[config.mk]
export PLATFORM = sky130hd
export DESIGN_NAME = zuse_cmd_parser
export DESIGN_NICKNAME = d
export VERILOG_FILES = /design/src/rtl/zuse_pkg.sv /design/src/rtl/zuse_cmd_parser.sv
export SDC_FILE = /design/constraint.sdc
export NUM_CORES = 1
export LEC_CHECK = 0
export ABC_CLOCK_PERIOD_IN_PS = 4000
export CAP_MARGIN = 20
export CORE_ASPECT_RATIO = 0.5
export CORE_MARGIN = 5
export CORE_UTILIZATION = 46
export DETAILED_ROUTE_END_ITERATION = 6
export PLACE_DENSITY = 0.71
export SLEW_MARGIN = 0
export SYNTH_ARGS = -nofsm -noshare
export SYNTH_HDL_FRONTEND = slang
export SYNTH_SLANG_ARGS = --single-unit
[constraint.sdc]
create_clock -name clk -period 4 [get_ports clk]
set_input_delay 0.8 -clock clk [delete_from_list [all_inputs] [get_ports clk]]
set_output_delay 0.8 -clock clk [all_outputs]
set_load 0.005 [all_outputs]
[src/rtl/zuse_pkg.sv]
// Shared definitions for the tinyZuse command path: opcode bytes, command
// encodings (which double as the control FSM state codes) and float field widths.
package zuse_pkg;

  localparam int EXP_W  = 7;
  localparam int MANT_W = 15;

  localparam logic [7:0] BYTE_SETR1    = 8'h82;
  localparam logic [7:0] BYTE_SETR2    = 8'h83;
  localparam logic [7:0] BYTE_READSTAT = 8'h84;
  localparam logic [7:0] BYTE_READR1   = 8'h85;
  localparam logic [7:0] BYTE_READR2   = 8'h86;
  localparam logic [7:0] BYTE_READRS   = 8'h87;
  localparam logic [7:0] BYTE_ADD      = 8'h88;
  localparam logic [7:0] BYTE_SUB      = 8'h89;
  localparam logic [7:0] BYTE_MUL      = 8'h8A;
  localparam logic [7:0] BYTE_DIV      = 8'h8B;
  localparam logic [7:0] BYTE_SQRT     = 8'h8C;

  typedef enum logic [3:0] {
    OP_NONE     = 4'd0,
    OP_SETR1    = 4'd1,
    OP_SETR2    = 4'd2,
    OP_READR1   = 4'd3,
    OP_READR2   = 4'd4,
    OP_READRS   = 4'd5,
    OP_ADD      = 4'd6,
    OP_SUB      = 4'd7,
    OP_READSTAT = 4'd9,
    OP_MUL      = 4'd10,
    OP_DIV      = 4'd11,
    OP_SQRT     = 4'd12
  } cmd_op_e;

  typedef enum logic [1:0] {
    ST_IDLE    = 2'd0,
    ST_OPERAND = 2'd1,
    ST_HOLD    = 2'd2
  } parser_state_e;

  // OP_NONE marks a byte that is not a valid opcode.
  function automatic cmd_op_e decode_byte(input logic [7:0] b);
    case (b)
      BYTE_SETR1:    return OP_SETR1;
      BYTE_SETR2:    return OP_SETR2;
      BYTE_READSTAT: return OP_READSTAT;
      BYTE_READR1:   return OP_READR1;
      BYTE_READR2:   return OP_READR2;
      BYTE_READRS:   return OP_READRS;
      BYTE_ADD:      return OP_ADD;
      BYTE_SUB:      return OP_SUB;
      BYTE_MUL:      return OP_MUL;
      BYTE_DIV:      return OP_DIV;
      BYTE_SQRT:     return OP_SQRT;
      default:       return OP_NONE;
    endcase
  endfunction

  function automatic logic is_set_op(input cmd_op_e op);
    return (op == OP_SETR1) || (op == OP_SETR2);
  endfunction

endpackage

[src/rtl/zuse_cmd_parser.sv]
// UART byte stream to tinyZuse command decoder with operand collection,
// valid/ready output and an inter-byte timeout that drops partial frames.
// state      | meaning
// ST_IDLE    | waiting for an opcode byte
// ST_OPERAND | collecting the three SETR1/SETR2 operand bytes
// ST_HOLD    | command presented, waiting for cmd_ready
module zuse_cmd_parser
  import zuse_pkg::*;
#(
  parameter int CLK_HZ     = 10000000,
  parameter int TIMEOUT_US = 10000
) (
  input  logic              clk,
  input  logic              reset,
  input  logic              rx_valid,
  input  logic [7:0]        rx_data,
  output logic              cmd_valid,
  input  logic              cmd_ready,
  output logic [3:0]        cmd_op,
  output logic              cmd_sign,
  output logic [EXP_W-1:0]  cmd_exp,
  output logic [MANT_W-1:0] cmd_mant,
  output logic              busy,
  output logic              err_opcode,
  output logic              err_timeout,
  output logic              err_overrun
);

  localparam int TIMEOUT_CYCLES = CLK_HZ / 1000000 * TIMEOUT_US;
  localparam int TIMER_W        = $clog2(TIMEOUT_CYCLES);

  parser_state_e      state_q, state_d;
  logic [3:0]         op_q, op_d;
  logic               sign_q, sign_d;
  logic [EXP_W-1:0]   exp_q, exp_d;
  logic [MANT_W-1:0]  mant_q, mant_d;
  logic               sh_sign_q, sh_sign_d;
  logic [EXP_W-1:0]   sh_exp_q, sh_exp_d;
  logic [7:0]         sh_mant_hi_q, sh_mant_hi_d;
  logic [1:0]         cnt_q, cnt_d;
  logic [TIMER_W-1:0] timer_q, timer_d;
  logic               err_opcode_q, err_opcode_d;
  logic               err_timeout_q, err_timeout_d;
  logic               err_overrun_q, err_overrun_d;

  cmd_op_e dec_op;
  logic    take_opcode;

  assign dec_op      = decode_byte(rx_data);
  // A byte arriving with the handshake is decoded as if we were already idle.
  assign take_opcode = rx_valid && ((state_q == ST_IDLE) || (state_q == ST_HOLD && cmd_ready));

  always_comb begin
    state_d       = state_q;
    op_d          = op_q;
    sign_d        = sign_q;
    exp_d         = exp_q;
    mant_d        = mant_q;
    sh_sign_d     = sh_sign_q;
    sh_exp_d      = sh_exp_q;
    sh_mant_hi_d  = sh_mant_hi_q;
    cnt_d         = cnt_q;
    timer_d       = timer_q;
    err_opcode_d  = 1'b0;
    err_timeout_d = 1'b0;
    err_overrun_d = 1'b0;

    case (state_q)
      ST_IDLE: ;
      ST_OPERAND: begin
        if (rx_valid) begin
          timer_d = '0;
          cnt_d   = cnt_q + 2'd1;
          case (cnt_q)
            2'd0: begin
              sh_sign_d = rx_data[7];
              sh_exp_d  = rx_data[6:0];
            end
            2'd1: sh_mant_hi_d = rx_data;
            default: begin
              // Payload only becomes visible once the frame is complete.
              sign_d  = sh_sign_q;
              exp_d   = sh_exp_q;
              mant_d  = {sh_mant_hi_q, rx_data[7:1]};
              state_d = ST_HOLD;
            end
          endcase
        end else if (timer_q == TIMER_W'(TIMEOUT_CYCLES - 1)) begin
          err_timeout_d = 1'b1;
          state_d       = ST_IDLE;
        end else if (timer_q != '1) begin
          timer_d = timer_q + TIMER_W'(1);
        end
      end
      ST_HOLD: begin
        if (cmd_ready) state_d = ST_IDLE;
        else if (rx_valid) err_overrun_d = 1'b1;
      end
      default: state_d = ST_IDLE;
    endcase

    if (take_opcode) begin
      if (dec_op == OP_NONE) begin
        err_opcode_d = 1'b1;
        state_d      = ST_IDLE;
      end else begin
        op_d = dec_op;
        if (is_set_op(dec_op)) begin
          cnt_d   = '0;
          timer_d = '0;
          state_d = ST_OPERAND;
        end else begin
          state_d = ST_HOLD;
        end
      end
    end
  end

  always_ff @(posedge clk) begin
    if (reset) begin
      state_q       <= ST_IDLE;
      op_q          <= '0;
      sign_q        <= 1'b0;
      exp_q         <= '0;
      mant_q        <= '0;
      sh_sign_q     <= 1'b0;
      sh_exp_q      <= '0;
      sh_mant_hi_q  <= '0;
      cnt_q         <= '0;
      timer_q       <= '0;
      err_opcode_q  <= 1'b0;
      err_timeout_q <= 1'b0;
      err_overrun_q <= 1'b0;
    end else begin
      state_q       <= state_d;
      op_q          <= op_d;
      sign_q        <= sign_d;
      exp_q         <= exp_d;
      mant_q        <= mant_d;
      sh_sign_q     <= sh_sign_d;
      sh_exp_q      <= sh_exp_d;
      sh_mant_hi_q  <= sh_mant_hi_d;
      cnt_q         <= cnt_d;
      timer_q       <= timer_d;
      err_opcode_q  <= err_opcode_d;
      err_timeout_q <= err_timeout_d;
      err_overrun_q <= err_overrun_d;
    end
  end

  assign cmd_valid   = (state_q == ST_HOLD);
  assign busy        = (state_q != ST_IDLE);
  assign cmd_op      = op_q;
  assign cmd_sign    = sign_q;
  assign cmd_exp     = exp_q;
  assign cmd_mant    = mant_q;
  assign err_opcode  = err_opcode_q;
  assign err_timeout = err_timeout_q;
  assign err_overrun = err_overrun_q;

endmodule
==> results_tabular.tex, run 1 <==
\begin{tabular}{lr}
\hline
Metric & Value \\
\hline
\multicolumn{2}{l}{\textbf{Run status}} \\
\quad Result of the run & finished, final reports clean \\
\multicolumn{2}{l}{\textbf{Synthesis}} \\
\quad Dominant combinational cell family by area after synthesis & simple AND/OR/NAND/NOR gates \\
\quad Arithmetic-cell share of the synthesized area counting full adders, half adders and majority gates & 1.24\% \\
\quad Library cells used by synthesis & 56 \\
\quad Seq/Total Area, Yosys & 44.2\% \\
\quad Number of flops mapped to enable cells by yosys & 0 \\
\quad Syn Std Cell Area & 3030 µm² \\
\quad Post-Synthesis Cells & 386 \\
\quad Post-Syn Nets & 401 \\
\quad Xor/xnor cell area share of the yosys netlist & 0.578\% \\
\quad Simple-gate portion of the synthesized area & 31.8\% \\
\quad Warnings from Yosys & 0 \\
\quad Fraction of synthesized area in multiplexers & less than 1\% \\
\quad Flip-flop and latch count after synthesis & 67 \\
\quad Post-synth ARST share & 0\% \\
\quad Mean instance size in the synthesized netlist & 7.86 µm² \\
\quad Complex-gate fraction of the synthesized area & 17.3\% \\
\quad Most instantiated flip-flop cell in the synthesis netlist & dfxtp\_1 \\
\multicolumn{2}{l}{\textbf{Cells and area}} \\
\quad Most common cell after layout, fill and taps aside & nand2\_1 \\
\quad Most frequent cells in the layout & 102 x nand2\_1, 67 x dfxtp\_1, 55 x a21oi\_1 \\
\quad Area of combinational cells with multiple inputs & 1550 µm² \\
\quad Fraction of layout instances using a drive strength above 1 & 6.86\% \\
\quad Area growth from synthesis to final layout & 24.8\% \\
\quad Fill cell instance count of the final layout & between 500 and 600 \\
\quad Ant diodes & 0 \\
\quad Final net count & 433 \\
\quad Sequential cell area & 1340 µm² \\
\multicolumn{2}{l}{\textbf{Setup path}} \\
\quad CP Data Arrival Time & 3100 ps \\
\quad Library cell contributing the largest single delay on the critical path & clkdlybuf4s50\_1 \\
\quad Data required, critical path & 4210 ps \\
\quad Startpoint types & primary input \\
\quad Largest stage delay on the critical path & 690 ps \\
\quad Series of cell instances along the critical path & clkdlybuf4s50\_1, or3b\_2, nor4\_2, or2\_1, or4\_1, nand2\_1 \\
\quad Critical path class & primary input to flop \\
\quad Endpoint kind of the worst setup timing path & flop \\
\quad Critical Path Fanout Max & 17 \\
\multicolumn{2}{l}{\textbf{Power}} \\
\quad Power density cells & 398 nW/µm² \\
\quad Leak Pwr & around 1.2 nW \\
\quad IR Drop Worst-Case VDD & about 240 µV \\
\multicolumn{2}{l}{\textbf{Global route}} \\
\quad Global-route usage over all layers & 17.6\% \\
\quad First-pass GRT wire length & 11.9 mm \\
\quad Number of global-route vias before repair & about 2600 \\
\quad Total global routing overflow & 0 \\
\quad Maximum number of pins on one net before global-route repair & 50 \\
\quad Number of antenna violations at the first check in global routing & 0 \\
\multicolumn{2}{l}{\textbf{STA}} \\
\quad Slew margin rel. & 43.8\% \\
\quad Final count of pins violating max slew & 0 \\
\quad Post-route minimum period & 2890 ps \\
\quad Post-Route Setup TNS & 0 ps \\
\quad Maximum clock frequency & 0.346 GHz \\
\quad Unrepaired setup endpoints after global routing & no \\
\quad Part of the cycle the worst path needs & 72.2\% \\
\quad Final hold violations & 0 \\
\quad Clock Skew & 7.54 ps \\
\quad Pin slew with the least headroom to its limit & 840 ps \\
\quad Setup ws final & approximately 1100 ps \\
\quad Final setup violating endpoints & 0 \\
\multicolumn{2}{l}{\textbf{Clock tree}} \\
\quad Clock slew at reported path FFs & 50 ps \\
\quad Latest clock arrival within the worst-skew pair & around 330 ps \\
\quad Clock Sinks & 67 \\
\quad Maximum level of the CTS H-tree & 3 \\
\quad CTS hold repair buffers & 0 \\
\quad Bufs on Longest Clock Path & 2 \\
\quad Clock tree from TritonCTS & built \\
\quad Post-cts sizing count & 0 \\
\quad Total setup buffers inserted after CTS & 0 \\
\quad Clock tree root buffer cell & clkbuf\_16 \\
\quad Num CTS Buffers & 9 \\
\multicolumn{2}{l}{\textbf{Detailed routing}} \\
\quad Via density per instance & $\sim$5.4 \\
\quad Routed vias & 2749 \\
\quad Total routed wirelength & slightly below 7 mm \\
\quad Number of remaining DRC errors & 0 \\
\quad Antenna-violating nets left & 0 \\
\quad Length of the first detailed-routing pass in iterations & 4 \\
\quad DRC marker count from the first detailed-route iteration & 187 \\
\quad Average detailed-routed wire length per instance & approximately 13 µm \\
\multicolumn{2}{l}{\textbf{Floorplan}} \\
\quad Number of I/O pins & 44 \\
\quad Effective utilization at floorplan & 48.7\% \\
\quad Floorplan die width & 125 µm \\
\quad Die Y & 67.4 µm \\
\quad Die area & between 8000 and 9000 µm² \\
\quad Core Box Area & 6230 µm² \\
\quad Cell Rows & 20 \\
\multicolumn{2}{l}{\textbf{Placement}} \\
\quad Detailed placement HPWL & 4.80 mm \\
\quad Post-Place Worst Slack & 772 ps \\
\quad I/O Buffers & 43 \\
\quad Weighted congestion reported at the end of routability-driven placement & 0.818 \\
\multicolumn{2}{l}{\textbf{Flow run}} \\
\quad Number of max-cap violations & 0 \\
\multicolumn{2}{l}{\textbf{Min path}} \\
\quad HP Class & flop to flop \\
\hline
\end{tabular}
[per-layer routing]
| layer | routed length (µm) | part of all wire [%] | GRT usage, % |
|---|---|---|---|
| met5 | 0 | 0 | 0 |
| met2 | 3250 | 47 | 31.1 |
| met3 | 386 | 5.6 | 7.35 |
| met4 | 78 | 1.1 | 5.27 |
| met1 | 3160 | 46 | 20.0 |
[critical path: cells and delay by family]
kind,cells,cell delay [ps]
and+or+nand+nor,5,1590
buffers and inverters,1,690
[final timing paths]
check | startpoint | to | slack, ps | cells after the start
setup reg to reg | state_q[1]$_SDFFE_PP0P_ | timer_q[4]$_SDFF_PP0_ | 1960 | 6
setup / recovery | rx_data[3] | timer_q[3]$_SDFF_PP0_ | 1110 | 6
hold reg to reg | cmd_mant[10]$_SDFFE_PP0P_ | cmd_mant[10]$_SDFFE_PP0P_ | 450 | 2
hold / removal | cmd_mant[10]$_SDFFE_PP0P_ | cmd_mant[10]$_SDFFE_PP0P_ | 450 | 2
[cells by family after synthesis]
| family | Yosys count |
|---|---|
| flops | 67 |
| simple gates | 190 |
| compound gates | 92 |
| mux | 1 |
| fa+ha+maj | 3 |
| buf+inv | 31 |
| xor+xnor | 2 |
[per-stage QoR]
stage / cells / hold slack (ps) / utilization, % / power (W) / instance area, µm²
floorplan: 386 / 432 / - / 0.000721 / 3030
global placement: 495 / 443 / 56.0 / 0.000747 / 3490
detailed placement: 495 / 446 / 56.0 / 0.000748 / 3490
CTS: 511 / 453 / 60.7 / 0.00153 / 3780
global route: 511 / 467 / 60.7 / 0.00157 / 3780
finish: 511 / 453 / 60.7 / 0.00150 / 3780
[synth_stat cells (3+ instances only)]
| cell | number | area (µm²) |
|---|---|---|
| nand2_1 | 102 | 383 |
| dfxtp_1 | 67 | 1340 |
| a21oi_1 | 55 | 275 |
| clkbuf_1 | 20 | 75.1 |
| nand3_1 | 13 | 65.1 |
| nor2_1 | 13 | 48.8 |
| or3_1 | 12 | 75.1 |
| and3_1 | 6 | 37.5 |
| nand4_1 | 6 | 37.5 |
| o21ai_0 | 6 | 30.0 |
| o21ai_1 | 6 | 30.0 |
| a31oi_1 | 5 | 31.3 |
| or4_1 | 5 | 37.5 |
| inv_1 | 4 | 15.0 |
| nand2b_1 | 4 | 25.0 |
| o211ai_1 | 4 | 30.0 |
| and4_1 | 3 | 26.3 |
| buf_2 | 3 | 15.0 |
| ha_1 | 3 | 37.5 |
| nor2b_1 | 3 | 18.8 |
| o31ai_1 | 3 | 22.5 |
[registers in the layout, summed over array words and instances (netlist names)]
signal        count
cnt_q             2
err_timeout       1
err_overrun       1
cmd_sign          1
cmd_mant         15
sh_sign_q         1
sh_mant_hi_q      8
sh_exp_q          7
cmd_exp           7
timer_q          17
cmd_op            4
state_q           2
err_opcode        1
[power breakdown]
part	internal, W	switching [W]
logic	0.0000261	0.0000360
registers	0.000670	0.00000211
clock network	0.000498	0.000272
total	0.00119	0.000310
[area by class of cell]
type	count	area share [%]
timing repair buffer	48	12.4
sequential	67	35.4
clock buffer	12	6.51
multi-input combinational	288	41.0
tap	88	2.91
inverter	4	0.397
clock inverter	4	1.32
No activity file was read; power rests on OpenSTA's default activity.
==> run 2, diff against run 1 <==
- ABC_CLOCK_PERIOD_IN_PS: 4000 -> 2600
- PLACE_DENSITY: 0.71 -> 0.74
- clock period: 4 -> 2.6 ns (I/O delays scaled with it)
==> results_tabular.tex, run 2 (same netlist as run 1, synthesis figures left out) <==
\begin{tabular}{lr}
\hline
Metric & Value \\
\hline
\multicolumn{2}{l}{\textbf{Placement}} \\
\quad I/O Buffers & 43 \\
\quad Post-Place Worst Slack & 85.5 ps \\
\quad Weighted congestion reported at the end of routability-driven placement & 0.836 \\
\quad Detailed placement HPWL & about 5.1 mm \\
\multicolumn{2}{l}{\textbf{Floorplan}} \\
\quad Die area & 8420 µm² \\
\quad Floorplan die width & 125 µm \\
\quad Number of I/O pins & between 40 and 50 \\
\quad Core Box Area & just over 6000 µm² \\
\quad Cell Rows & 20 \\
\quad Effective utilization at floorplan & 48.7\% \\
\quad Die Y & 67.4 µm \\
\multicolumn{2}{l}{\textbf{Min path}} \\
\quad Capture endpoint of the worst hold path & cmd\_exp[1]\$\_SDFFE\_PP0P\_ \\
\quad Worst Hold Launch & sh\_exp\_q[1]\$\_SDFFE\_PP0P\_ \\
\quad HP Class & flop to flop \\
\quad Depth of the worst hold-timing path & 2 \\
\multicolumn{2}{l}{\textbf{Clock tree}} \\
\quad Clock Sinks & 67 \\
\quad Clock tree root buffer cell & clkbuf\_16 \\
\quad Num CTS Buffers & 9 \\
\quad Post-cts sizing count & 0 \\
\quad Bufs on Longest Clock Path & 2 \\
\quad Clock slew at reported path FFs & about 50 ps \\
\quad Maximum level of the CTS H-tree & 3 \\
\quad Clock tree from TritonCTS & built \\
\quad Total setup buffers inserted after CTS & 0 \\
\quad CTS hold repair buffers & 0 \\
\quad Latest clock arrival within the worst-skew pair & approximately 330 ps \\
\multicolumn{2}{l}{\textbf{Detailed routing}} \\
\quad Length of the first detailed-routing pass in iterations & 4 \\
\quad DRC marker count from the first detailed-route iteration & 177 \\
\quad Routed vias & approximately 2800 \\
\quad Total routed wirelength & 7.15 mm \\
\quad Via density per instance & 5.40 \\
\quad Antenna-violating nets left & 0 \\
\quad Average detailed-routed wire length per instance & 13.8 µm \\
\quad Number of remaining DRC errors & 0 \\
\multicolumn{2}{l}{\textbf{Cells and area}} \\
\quad Most frequent cells in the layout & 102 x nand2\_1, 67 x dfxtp\_1, 55 x a21oi\_1 \\
\quad Fraction of layout instances using a drive strength above 1 & roughly 9.0\% \\
\quad Area growth from synthesis to final layout & 27.2\% \\
\quad Most common cell after layout, fill and taps aside & nand2\_1 \\
\quad Core Util, Final & 61.9\% \\
\quad Largest register FFs & 17 \\
\quad Final net count & 443 \\
\quad Ant diodes & 0 \\
\quad Reg with most FFs & timer\_q \\
\multicolumn{2}{l}{\textbf{Global route}} \\
\quad Total global routing overflow & 0 \\
\quad Maximum number of pins on one net before global-route repair & 50 \\
\quad Global-route usage over all layers & 18.1\% \\
\quad Number of antenna violations at the first check in global routing & 0 \\
\quad First-pass GRT wire length & 12.0 mm \\
\quad Number of global-route vias before repair & 2733 \\
\multicolumn{2}{l}{\textbf{Setup path}} \\
\quad Data required, critical path & approximately 2800 ps \\
\quad Critical path class & primary input to flop \\
\quad Critical Path Fanout Max & 5 \\
\quad Crit path launch & rx\_data[7] \\
\quad Origin of the critical flop-to-flop path & timer\_q[5]\$\_SDFF\_PP0\_ \\
\quad Startpoint types & primary input \\
\quad Reg-to-reg critical path endpoint & timer\_q[2]\$\_SDFF\_PP0\_ \\
\quad Depth of the most critical reg-to-reg path & 5 \\
\quad CP Data Arrival Time & roughly 2400 ps \\
\quad Endpoint kind of the worst setup timing path & flop \\
\quad R2r setup slk & 620 ps \\
\multicolumn{2}{l}{\textbf{STA}} \\
\quad Final hold violations & 0 \\
\quad Final setup violating endpoints & 0 \\
\quad Pin slew with the least headroom to its limit & 483 ps \\
\quad Setup ws final & 426 ps \\
\quad Maximum clock frequency & 0.460 GHz \\
\quad Slew margin rel. & about two thirds \\
\quad Post-Route Setup TNS & 0 ps \\
\quad Post-route minimum period & 2170 ps \\
\quad Part of the cycle the worst path needs & 83.6\% \\
\quad Final count of pins violating max slew & 0 \\
\quad Clock Skew & 3.79 ps \\
\quad Unrepaired setup endpoints after global routing & no \\
\multicolumn{2}{l}{\textbf{Power}} \\
\quad Net switching power figure & between 0.0004 and 0.0005 W \\
\quad Combinational power share & 4.8\% \\
\quad Leak Pwr & 1.27 nW \\
\quad Sequential share of power & a little under half \\
\quad Int Power & 0.00181 W \\
\quad Power density cells & 594 nW/µm² \\
\quad IR Drop Worst-Case VDD & 357 µV \\
\quad Switching share of power & 20.9\% \\
\quad Clock Power Share & about half \\
\multicolumn{2}{l}{\textbf{Flow run}} \\
\quad Number of max-cap violations & 0 \\
\multicolumn{2}{l}{\textbf{Run status}} \\
\quad Result of the run & finished, final reports clean \\
\hline
\end{tabular}
[run 2: layer usage]
| layer | wire length, µm | global-route usage [%] |
|---|---|---|
| met5 | 0 | 0 |
| met1 | 3050 | 18.5 |
| met3 | 332 | 6.79 |
| met4 | 91 | 7.30 |
| met2 | 3680 | 34.5 |
[run 2: through the flow]
| stage | area, µm² | hold slack [ps] | instances | power [W] |
|---|---|---|---|---|
| after floorplan | 3030 | 432 | 386 | 0.00111 |
| after global placement | 3570 | 442 | 505 | 0.00116 |
| after detailed placement | 3570 | 446 | 505 | 0.00116 |
| after CTS | 3860 | 454 | 520 | 0.00232 |
| after global routing | 3860 | 469 | 520 | 0.00238 |
| final | 3860 | 450 | 520 | 0.00229 |
[run 2: power groups by stage]
stage	Combinational (W)	Clock [W]	Sequential, W
floorplan	0.0000537	0	0.00106
global placement	0.000105	0	0.00106
detailed placement	0.000108	0	0.00106
CTS	0.000108	0.00118	0.00103
global route	0.000118	0.00123	0.00103
finish	0.000109	0.00115	0.00103
[run 2: worst max-delay path by stage]
stage	end	slack (ps)
floorplan	timer_q[14]$_SDFF_PP0_	590
global placement	timer_q[14]$_SDFF_PP0_	120
detailed placement	timer_q[4]$_SDFF_PP0_	90
CTS	timer_q[4]$_SDFF_PP0_	440
global route	cmd_op[0]$_SDFFE_PP0P_	350
finish	timer_q[4]$_SDFF_PP0_	430
[run 2: critical path: stages]
cell and delay [ps]:
clkdlybuf4s50_1 530, or4b_4 530, nor4_2 320, or2_1 250, or4_1 160, nand2_1 60
[run 2: layout make-up]
type	count	area, µm²
tap	88	110
inverter	4	15.0
timing repair buffer	58	556
fill	537	2370
clock inverter	5	55.1
sequential	67	1340
multi-input combinational	288	1550
clock buffer	10	229
==> run 3, diff against run 2 <==
- ABC_CLOCK_PERIOD_IN_PS: 2600 -> 2100
- PLACE_DENSITY: 0.74 -> 0.71
- clock period: 2.6 -> 2.1 ns (I/O delays scaled with it)
==> results_tabular.tex, run 3 (same netlist as run 1, synthesis figures left out) <==
\begin{tabular}{lr}
\hline
Metric & Value \\
\hline
\multicolumn{2}{l}{\textbf{Cells and area}} \\
\quad Most frequent cells in the layout & 102 x nand2\_1, 67 x dfxtp\_1, 55 x a21oi\_1 \\
\quad Area growth from synthesis to final layout & 31.8\% \\
\quad Fraction of layout instances using a drive strength above 1 & 11.9\% \\
\quad Final net count & 455 \\
\quad Reg with most FFs & timer\_q \\
\quad Ant diodes & 0 \\
\quad Largest register FFs & 17 \\
\quad Layout Cells excl Fill & $\sim$530 \\
\quad Most common cell after layout, fill and taps aside & nand2\_1 \\
\multicolumn{2}{l}{\textbf{Flow run}} \\
\quad Number of max-cap violations & 0 \\
\multicolumn{2}{l}{\textbf{Run status}} \\
\quad Result of the run & finished, final reports clean \\
\multicolumn{2}{l}{\textbf{Floorplan}} \\
\quad Die Y & around 67 µm \\
\quad Core Box Area & 6230 µm² \\
\quad Floorplan die width & 125 µm \\
\quad Effective utilization at floorplan & 48.7\% \\
\quad Number of I/O pins & 44 \\
\quad Cell Rows & 20 \\
\quad Die area & 8420 µm² \\
\multicolumn{2}{l}{\textbf{Placement}} \\
\quad Detailed placement HPWL & about 5.3 mm \\
\quad Instance count after placement with tap cells included & 517 \\
\quad I/O Buffers & 43 \\
\quad Weighted congestion reported at the end of routability-driven placement & 0.871 \\
\quad Post-Place Worst Slack & -272 ps \\
\multicolumn{2}{l}{\textbf{Setup path}} \\
\quad Critical Path Fanout Max & 9 \\
\quad Data required, critical path & 2310 ps \\
\quad Critical path class & primary input to flop \\
\quad Crit path buf inv count & 2 \\
\quad CP Data Arrival Time & 2220 ps \\
\quad Endpoint kind of the worst setup timing path & flop \\
\quad Startpoint types & primary input \\
\quad Series of cell instances along the critical path & clkdlybuf4s50\_1, or4b\_4, nor4\_4, or2\_1, buf\_4, a21oi\_1 \\
\quad Library cell contributing the largest single delay on the critical path & or4b\_4 \\
\quad Cell class contributing the biggest share of worst-path delay & simple AND/OR/NAND/NOR gates \\
\quad Largest stage delay on the critical path & 610 ps \\
\multicolumn{2}{l}{\textbf{Clock tree}} \\
\quad Clock tree from TritonCTS & built \\
\quad Clock Sinks & 67 \\
\quad Num CTS Buffers & 9 \\
\quad Latest clock arrival within the worst-skew pair & 330 ps \\
\quad Total setup buffers inserted after CTS & 0 \\
\quad Clock slew at reported path FFs & 50 ps \\
\quad CTS hold repair buffers & 0 \\
\quad Bufs on Longest Clock Path & 2 \\
\quad Maximum level of the CTS H-tree & 3 \\
\quad Clock tree root buffer cell & clkbuf\_16 \\
\quad Post-cts sizing count & 0 \\
\multicolumn{2}{l}{\textbf{Detailed routing}} \\
\quad Average detailed-routed wire length per instance & 14.0 µm \\
\quad Length of the first detailed-routing pass in iterations & 4 \\
\quad Highest layer used for signal routing & met4 \\
\quad Via density per instance & 5.49 \\
\quad Number of remaining DRC errors & 0 \\
\quad Wl on met1 & 3.24 mm \\
\quad Total met3 wirelength after detailed routing & 353 µm \\
\quad Total routed wirelength & 7.44 mm \\
\quad Routed vias & 2928 \\
\quad DRC marker count from the first detailed-route iteration & 211 \\
\quad Metal2 WL & 3.78 mm \\
\quad Antenna-violating nets left & 0 \\
\multicolumn{2}{l}{\textbf{STA}} \\
\quad Final hold violations & 0 \\
\quad Part of the cycle the worst path needs & 95.7\% \\
\quad Maximum clock frequency & around 0.5 GHz \\
\quad Post-Route Setup TNS & 0 ps \\
\quad Final setup violating endpoints & 0 \\
\quad Final count of pins violating max slew & 0 \\
\quad Post-route minimum period & 2010 ps \\
\quad Unrepaired setup endpoints after global routing & no \\
\quad Pin slew with the least headroom to its limit & 500 ps \\
\quad Setup ws final & just over 90 ps \\
\quad Slew margin rel. & 66.7\% \\
\quad Clock Skew & 5.95 ps \\
\multicolumn{2}{l}{\textbf{Global route}} \\
\quad First-pass GRT wire length & $\sim$13 mm \\
\quad Total global routing overflow & 0 \\
\quad Number of antenna violations at the first check in global routing & 0 \\
\quad Global-route usage over all layers & 18.7\% \\
\quad Number of global-route vias before repair & $\sim$2800 \\
\quad Maximum number of pins on one net before global-route repair & 50 \\
\multicolumn{2}{l}{\textbf{Power}} \\
\quad IR Drop Worst-Case VDD & between 300 and 400 µV \\
\quad Total power & 0.00302 W \\
\quad Power density cells & 754 nW/µm² \\
\quad Leak Pwr & 1.35 nW \\
\multicolumn{2}{l}{\textbf{Min path}} \\
\quad HP Class & flop to flop \\
\hline
\end{tabular}
==> run 3: cell count changes in the layout (fill, tap and decap cells not counted) <==
| cell | delta |
|---|---|
| a2111oi_0 | -1 |
| a2111oi_2 | +1 |
| buf_4 | +12 |
| bufinv_16 | +1 |
| clkinv_2 | -1 |
| clkinv_4 | +2 |
| clkinvlp_4 | -1 |
| nor4_2 | -1 |
| nor4_4 | +1 |
==> run 3: where the power goes <==
part / leakage [nW] / internal (W) / switching, W / total, W
registers: 0.540 / 0.00128 / 0.00000457 / 0.00128
clock network: 0.153 / 0.00104 / 0.000553 / 0.00159
logic: 0.659 / 0.0000658 / 0.0000769 / 0.000143
total: 1.35 / 0.00238 / 0.000634 / 0.00302
==> run 3: per-stage QoR <==
step	hold slack [ps]	util [%]	instance area [µm²]
floorplan	432	-	3030
global placement	443	58.8	3660
detailed placement	447	58.8	3660
CTS	454	63.9	3980
global route	469	64.2	4000
finish	452	64.2	4000
==> run 3: worst paths after layout <==
| kind | from | end | slack, ps | depth (start not counted) |
|---|---|---|---|---|
| worst min-delay path | cmd_mant[11]$_SDFFE_PP0P_ | cmd_mant[11]$_SDFFE_PP0P_ | 450 | 2 |
| worst max register to register | timer_q[13]$_SDFF_PP0_ | timer_q[1]$_SDFF_PP0_ | 220 | 6 |
| worst min register to register | cmd_mant[11]$_SDFFE_PP0P_ | cmd_mant[11]$_SDFFE_PP0P_ | 450 | 2 |
| worst max-delay path | rx_data[4] | timer_q[8]$_SDFF_PP0_ | 90 | 6 |
==> run 3: layout make-up <==
type / count / area (µm²)
Clock inverter: 6 / 90.1
Fill cell: 514 / 2230
Clock buffer: 10 / 229
Sequential cell: 67 / 1340
Multi-Input combinational cell: 288 / 1570
Tap cell: 88 / 110
Inverter: 4 / 15.0
Timing Repair Buffer: 70 / 646
==> run 3: metal layers <==
metal  GRT usage [%]  up-vias
li1                -     1467
met1            20.1     1398
met2            35.3       55
met3            5.77        8
met4            7.43        0
met5               0        -
==> run 3: worst reg2reg max path, stage by stage, from the launching register on <==
cell and delay [ps]:
dfxtp_1 350, and4_1 250, and4_1 200, o21a_2 200, buf_4 180, or4b_1 470, a31oi_1 160
